### src/rtl/ethernet_tx_sched.sv
// ethernet_tx_sched: queues bus read responses and launches one mac_tx frame
// per word, spacing frames by the txen feedback plus an inter-frame gap.
// Optional feature: define ETHERNET_TX_SCHED_TIMEOUT_EN to abandon a launch
// that never sees txen rise within START_TIMEOUT cycles (sets timeout_o).
module ethernet_tx_sched #(
   parameter int DEPTH         = 8,
   parameter int IFG_CYCLES    = 48,
   parameter int START_TIMEOUT = 16
) (
   input  logic                     clk,
   input  logic                     rst_n,
   input  logic [15:0]              rdata_i,
   input  logic                     rw_i,
   input  logic                     valid_i,
   output logic [15:0]              mac_data_o,
   output logic                     mac_start_o,
   input  logic                     mac_txen_i,
   output logic                     busy_o,
   output logic [$clog2(DEPTH):0]   pending_o,
   output logic                     overflow_o,
   output logic                     timeout_o
);

   localparam int PTR_W   = $clog2(DEPTH);
   localparam int CNT_MAX = (IFG_CYCLES > START_TIMEOUT) ? IFG_CYCLES : START_TIMEOUT;
   localparam int CNT_W   = $clog2(CNT_MAX + 1);

   typedef enum logic [1:0] {
      IDLE,
      WAIT_TXEN,
      SEND,
      GAP
   } state_t;

   state_t             state;
   logic [15:0]        mem [DEPTH];
   logic [PTR_W-1:0]   wr_ptr;
   logic [PTR_W-1:0]   rd_ptr;
   logic [PTR_W:0]     count;
   logic [CNT_W-1:0]   cnt;

   logic push;
   logic pop;
   logic empty;
   logic full;
   logic accept;

   assign push   = valid_i && !rw_i;
   assign empty  = (count == '0);
   assign full   = (count == (PTR_W + 1)'(DEPTH));
   // The head leaves the FIFO in the same cycle the FSM launches it.
   assign pop    = (state == IDLE) && !empty;
   // A full FIFO still takes a word when the head is leaving on the same edge.
   assign accept = push && (!full || pop);
   assign busy_o = (state != IDLE) || !empty;

   // Payload storage written at the tail.
   // NOTE: the data array has no reset; a slot is only read after it has been
   // written, so clearing it would cost flops and buy nothing.
   always_ff @(posedge clk) begin
      if (accept) begin
         mem[wr_ptr] <= rdata_i;
      end
   end

   // FIFO pointers, occupancy, the lagging occupancy output and the drop flag.
   // NOTE: every sequential assignment is non-blocking so all registers in the
   // design see the pre-edge values of each other, independent of block order.
   always_ff @(posedge clk or negedge rst_n) begin
      if (!rst_n) begin
         wr_ptr     <= '0;
         rd_ptr     <= '0;
         count      <= '0;
         pending_o  <= '0;
         overflow_o <= 1'b0;
      end else begin
         pending_o <= count;
         if (accept) begin
            wr_ptr <= wr_ptr + 1'b1;
         end
         if (pop) begin
            rd_ptr <= rd_ptr + 1'b1;
         end
         case ({accept, pop})
            2'b10:   count <= count + 1'b1;
            2'b01:   count <= count - 1'b1;
            default: count <= count;
         endcase
         if (push && full && !pop) begin
            overflow_o <= 1'b1;
         end
      end
   end

   // Launch FSM: pop and pulse start, wait for txen, follow the frame, then
   // hold off for the inter-frame gap. All outputs are registered here.
   always_ff @(posedge clk or negedge rst_n) begin
      if (!rst_n) begin
         state       <= IDLE;
         cnt         <= '0;
         mac_data_o  <= '0;
         mac_start_o <= 1'b0;
`ifdef ETHERNET_TX_SCHED_TIMEOUT_EN
         timeout_o   <= 1'b0;
`endif
      end else begin
         mac_start_o <= 1'b0;
         case (state)
            IDLE: begin
               if (pop) begin
                  mac_data_o  <= mem[rd_ptr];
                  mac_start_o <= 1'b1;
                  state       <= WAIT_TXEN;
`ifdef ETHERNET_TX_SCHED_TIMEOUT_EN
                  cnt         <= CNT_W'(START_TIMEOUT - 1);
`endif
               end
            end
            WAIT_TXEN: begin
               if (mac_txen_i) begin
                  state <= SEND;
               end
`ifdef ETHERNET_TX_SCHED_TIMEOUT_EN
               else if (cnt == '0) begin
                  timeout_o <= 1'b1;
                  state     <= GAP;
                  cnt       <= CNT_W'(IFG_CYCLES - 1);
               end else begin
                  cnt <= cnt - 1'b1;
               end
`endif
            end
            SEND: begin
               if (!mac_txen_i) begin
                  state <= GAP;
                  cnt   <= CNT_W'(IFG_CYCLES - 1);
               end
            end
            GAP: begin
               if (cnt == '0) begin
                  state <= IDLE;
               end else begin
                  cnt <= cnt - 1'b1;
               end
            end
            default: state <= IDLE;
         endcase
      end
   end

`ifndef ETHERNET_TX_SCHED_TIMEOUT_EN
   // Without the timeout feature a launch can never be abandoned.
   assign timeout_o = 1'b0;
`endif

endmodule

### config.mk
export PLATFORM = sky130hd
export DESIGN_NAME = ethernet_tx_sched
export DESIGN_NICKNAME = d
export VERILOG_FILES = /design/src/rtl/ethernet_tx_sched.sv
export SDC_FILE = /design/constraint.sdc
export NUM_CORES = 1
export LEC_CHECK = 0
export BUFFER_PORTS_ARGS = -buffer_cell sky130_fd_sc_hd__buf_2
export CORE_UTILIZATION = 60
export DETAILED_ROUTE_END_ITERATION = 8
export MAX_ROUTING_LAYER = met4
export PLACE_DENSITY = 0.87
export SLEW_MARGIN = 15
export SYNTH_ARGS = -nofsm -noshare
export SYNTH_HDL_FRONTEND = slang
export SYNTH_SLANG_ARGS = --single-unit
### constraint.sdc
create_clock -name clk -period 3.5 [get_ports clk]
set_input_delay 0.35 -clock clk [delete_from_list [all_inputs] [get_ports clk]]
set_output_delay 0.35 -clock clk [all_outputs]
set_load 0.05 [all_outputs]
==> flow_summary.json <==
{
  "final_cell_mix": "128 x edfxtp_1, 43 x buf_2, 39 x dfrtp_1",
  "viasPerCell": 5.991,
  "hpwlAfterDp_mm": 7.302,
  "slew_violations": 0,
  "synth_edf_count": 128,
  "hold_violations": 40,
  "total_leakage_power_nw": 2.852,
  "cts_max_level": 4,
  "postCtsHoldBufs": 0,
  "r2r_start": "state[1]$_DFFE_PN0P_",
  "cts_sinks": 168,
  "synth_cell_type_count": 44,
  "cts_inserted_buffers": 17,
  "synth.top_cell.area_share": 0.5783,
  "finalSetupViolations": 0,
  "ios": 45,
  "mostFrequentLayoutCell": "edfxtp_1",
  "synth.yosys.seq_area_share": 0.7289,
  "drive_gt1_frac": 0.2915,
  "path_cells": "inv_1 -> ha_1 -> inv_1 -> a31oi_1 -> nand2_1 -> nor3_2 -> buf_4",
  "die_w_um": 107.3,
  "hold_ws_ps": -22.92,
  "wl_met1_mm": 4.842,
  "clockBufferDepth": 2,
  "tightest_slew_ps": 980.4,
  "synth-main-ff-cell": "edfxtp_1",
  "grt_pass1_wl_mm": 18.56,
  "path_delay_family": "buffers and inverters",
  "tritoncts": "built",
  "grt_setup_unrepaired": "no",
  "core-area_mm2": 0.01079,
  "cp_data_required_time_ps": 3700,
  "grt_max_degree": 41,
  "place_congestion": 0.8036,
  "wl_per_cell_um": 20.40,
  "top_layer_used": "met4",
  "num_antenna_cells": 0,
  "yosys_warnings": 0,
  "clk_pin_slew_ps": 60,
  "fin_ws_ps": 1108,
  "final_cells": 586,
  "antenna_found_initial": 0,
  "crit_type": "flop to flop",
  "timing.final.crit_share": 0.6835,
  "final_net_count": 463,
  "violations": "hold timing",
  "place_worst_setup_slack_ps": 1190,
  "start_kind": "flop",
  "antenna_left": 0,
  "worst-r2r-cell-count": 7,
  "crit_slowest_cell": "a31oi_1",
  "grt_overflow": 0,
  "drv_cap": 0,
  "rows": 38,
  "post-cts-setup-buffer-count": 0,
  "grt_pass1_vias": 3519,
  "crit_top_cell": "inv_1",
  "cp.arrival_ps": 2590,
  "synth-seq-cells": 168,
  "totalWireLength_mm": 11.96,
  "post_cts_resized": 0,
  "start_util": 0.6158,
  "critPathCaptureType": "flop",
  "synthArstFlopShare": 0.2381,
  "grt_util_all_layers": 0.2361,
  "syn_to_final_growth_pct": 15.10,
  "fin_tns_setup_ps": 0,
  "port_buffers": 43,
  "synth_area_leaders": "edfxtp_1 58%, dfrtp_1 15%, mux4_2 11%",
  "drtPass1Iterations": 5,
  "p_per_area_mw_per_mm2": 860.8,
  "max_freq_mhz": 418.0,
  "route.met2.wl_mm": 6.314,
  "r2r-end": "mem[4][6]$_DFFE_PP_",
  "hold_path_class": "input pin to async pin",
  "dieHeight_um": 107.3,
  "syn_avg_cell_area_um2": 17.77,
  "synthesis.area_mm2": 0.006646,
  "vias": 3511,
  "syn-num-nets": 404,
  "synth_cells": 374,
  "yosys.area.top_type": "edfxtp_1",
  "root_buffer": "clkbuf_8",
  "status": "finished with violations",
  "r2r_slack_ps": 1110,
  "slew_headroom": 0.3464,
  "drt_iter0_markers": 276,
  "clock_latency_ps": 530,
  "irDropWorstVdd_mv": 0.5808,
  "worst_path_largest_cell_delay_ps": 450,
  "dp_cells": 554,
  "drc": 0,
  "die_area_mm2": 0.01150,
  "period_needed_ps": 2392,
  "skew_ps": 8.119,
  "wl_met3_um": 527,
  "timing.critical_path.buf_inv": 3,
  "crit_fanout": 16
}
where the power goes:
part	switching [mW]	internal, mW	leakage, nW
combinational	1.25	0.811	0.933
clock	0.726	1.05	0.282
sequential	0.275	2.47	1.64
total	2.25	4.33	2.85
state kept, by name (all words and copies together), names as in the netlist:
signal       count
overflow_o       1
mac_start_o      1
state            2
cnt              6
rd_ptr           3
mem            128
wr_ptr           3
pending_o        4
count            4
mac_data_o      16
cells in the mapped netlist (all sizes together) (2+ instances only):
master and n:
edfxtp 128, dfrtp 40, nand2 33, mux4 32, mux2i 21, o21ai 21, nor2 13, inv 11
buf 9, ha 9, a21oi 7, nor3 7, clkbuf 6, nand3 4, xnor2 4, a31oi 3
mux2 3, nand2b 2, or4 2, xor2 2
final cells by class:
cell class                      instances  area [µm²]
Sequential cell                       168        4846
Fill cell                             639        3143
Clock buffer                           20       445.4
Tap cell                              140       175.2
Inverter                               11       41.29
Timing Repair Buffer                   55       305.3
Multi-Input combinational cell        180        1713
Clock inverter                         12       123.9
worst register-to-register path, stage by stage (launching register included):
cell	delay, ps
dfrtp_1	410
inv_1	100
ha_1	280
inv_1	140
a31oi_1	450
nand2_1	210
nor3_2	150
buf_4	310
layer usage:
metal	GRT usage	up-vias
met1	0.2843	1811
met5	-	-
met4	0.1047	0
li1	-	1572
met2	0.3908	104
met3	0.04782	24
cell families after synthesis:
family / share of synthesized area
muxes: 0.1451
other: 0.0005642
adders and majority gates: 0.01694
buffers and inverters: 0.01732
DFF: 0.7289
xor gates and xnor gates: 0.007907
AOI/OAI and AO/OA: 0.03502
and+or+nand+nor: 0.04820
how the worst max path moves through the flow:
| stage | end | start | cells past startpoint | slack (ps) |
|---|---|---|---|---|
| floorplan | mem[0][0]$_DFFE_PP_ | state[0]$_DFFE_PN0P_ | 4 | 570 |
| global placement | mem[4][9]$_DFFE_PP_ | state[0]$_DFFE_PN0P_ | 7 | 1320 |
| detailed placement | mem[3][1]$_DFFE_PP_ | count[1]$_DFFE_PN0P_ | 5 | 1190 |
| CTS | mem[3][12]$_DFFE_PP_ | count[1]$_DFFE_PN0P_ | 5 | 1160 |
| global route | mem[4][6]$_DFFE_PP_ | state[1]$_DFFE_PN0P_ | 7 | 950 |
| finish | mem[4][6]$_DFFE_PP_ | state[1]$_DFFE_PN0P_ | 7 | 1110 |
through the flow:
step / power (mW) / utilization / cell area [µm²]
2_1_floorplan: 4.310 / - / 6646
3_3_place_gp: 4.730 / 0.6560 / 7081
3_5_place_dp: 4.840 / 0.6560 / 7081
4_1_cts: 6.622 / 0.7088 / 7650
5_1_grt: 6.882 / 0.7088 / 7650
6_report: 6.585 / 0.7088 / 7650
(Power assumes the default switching activity.)
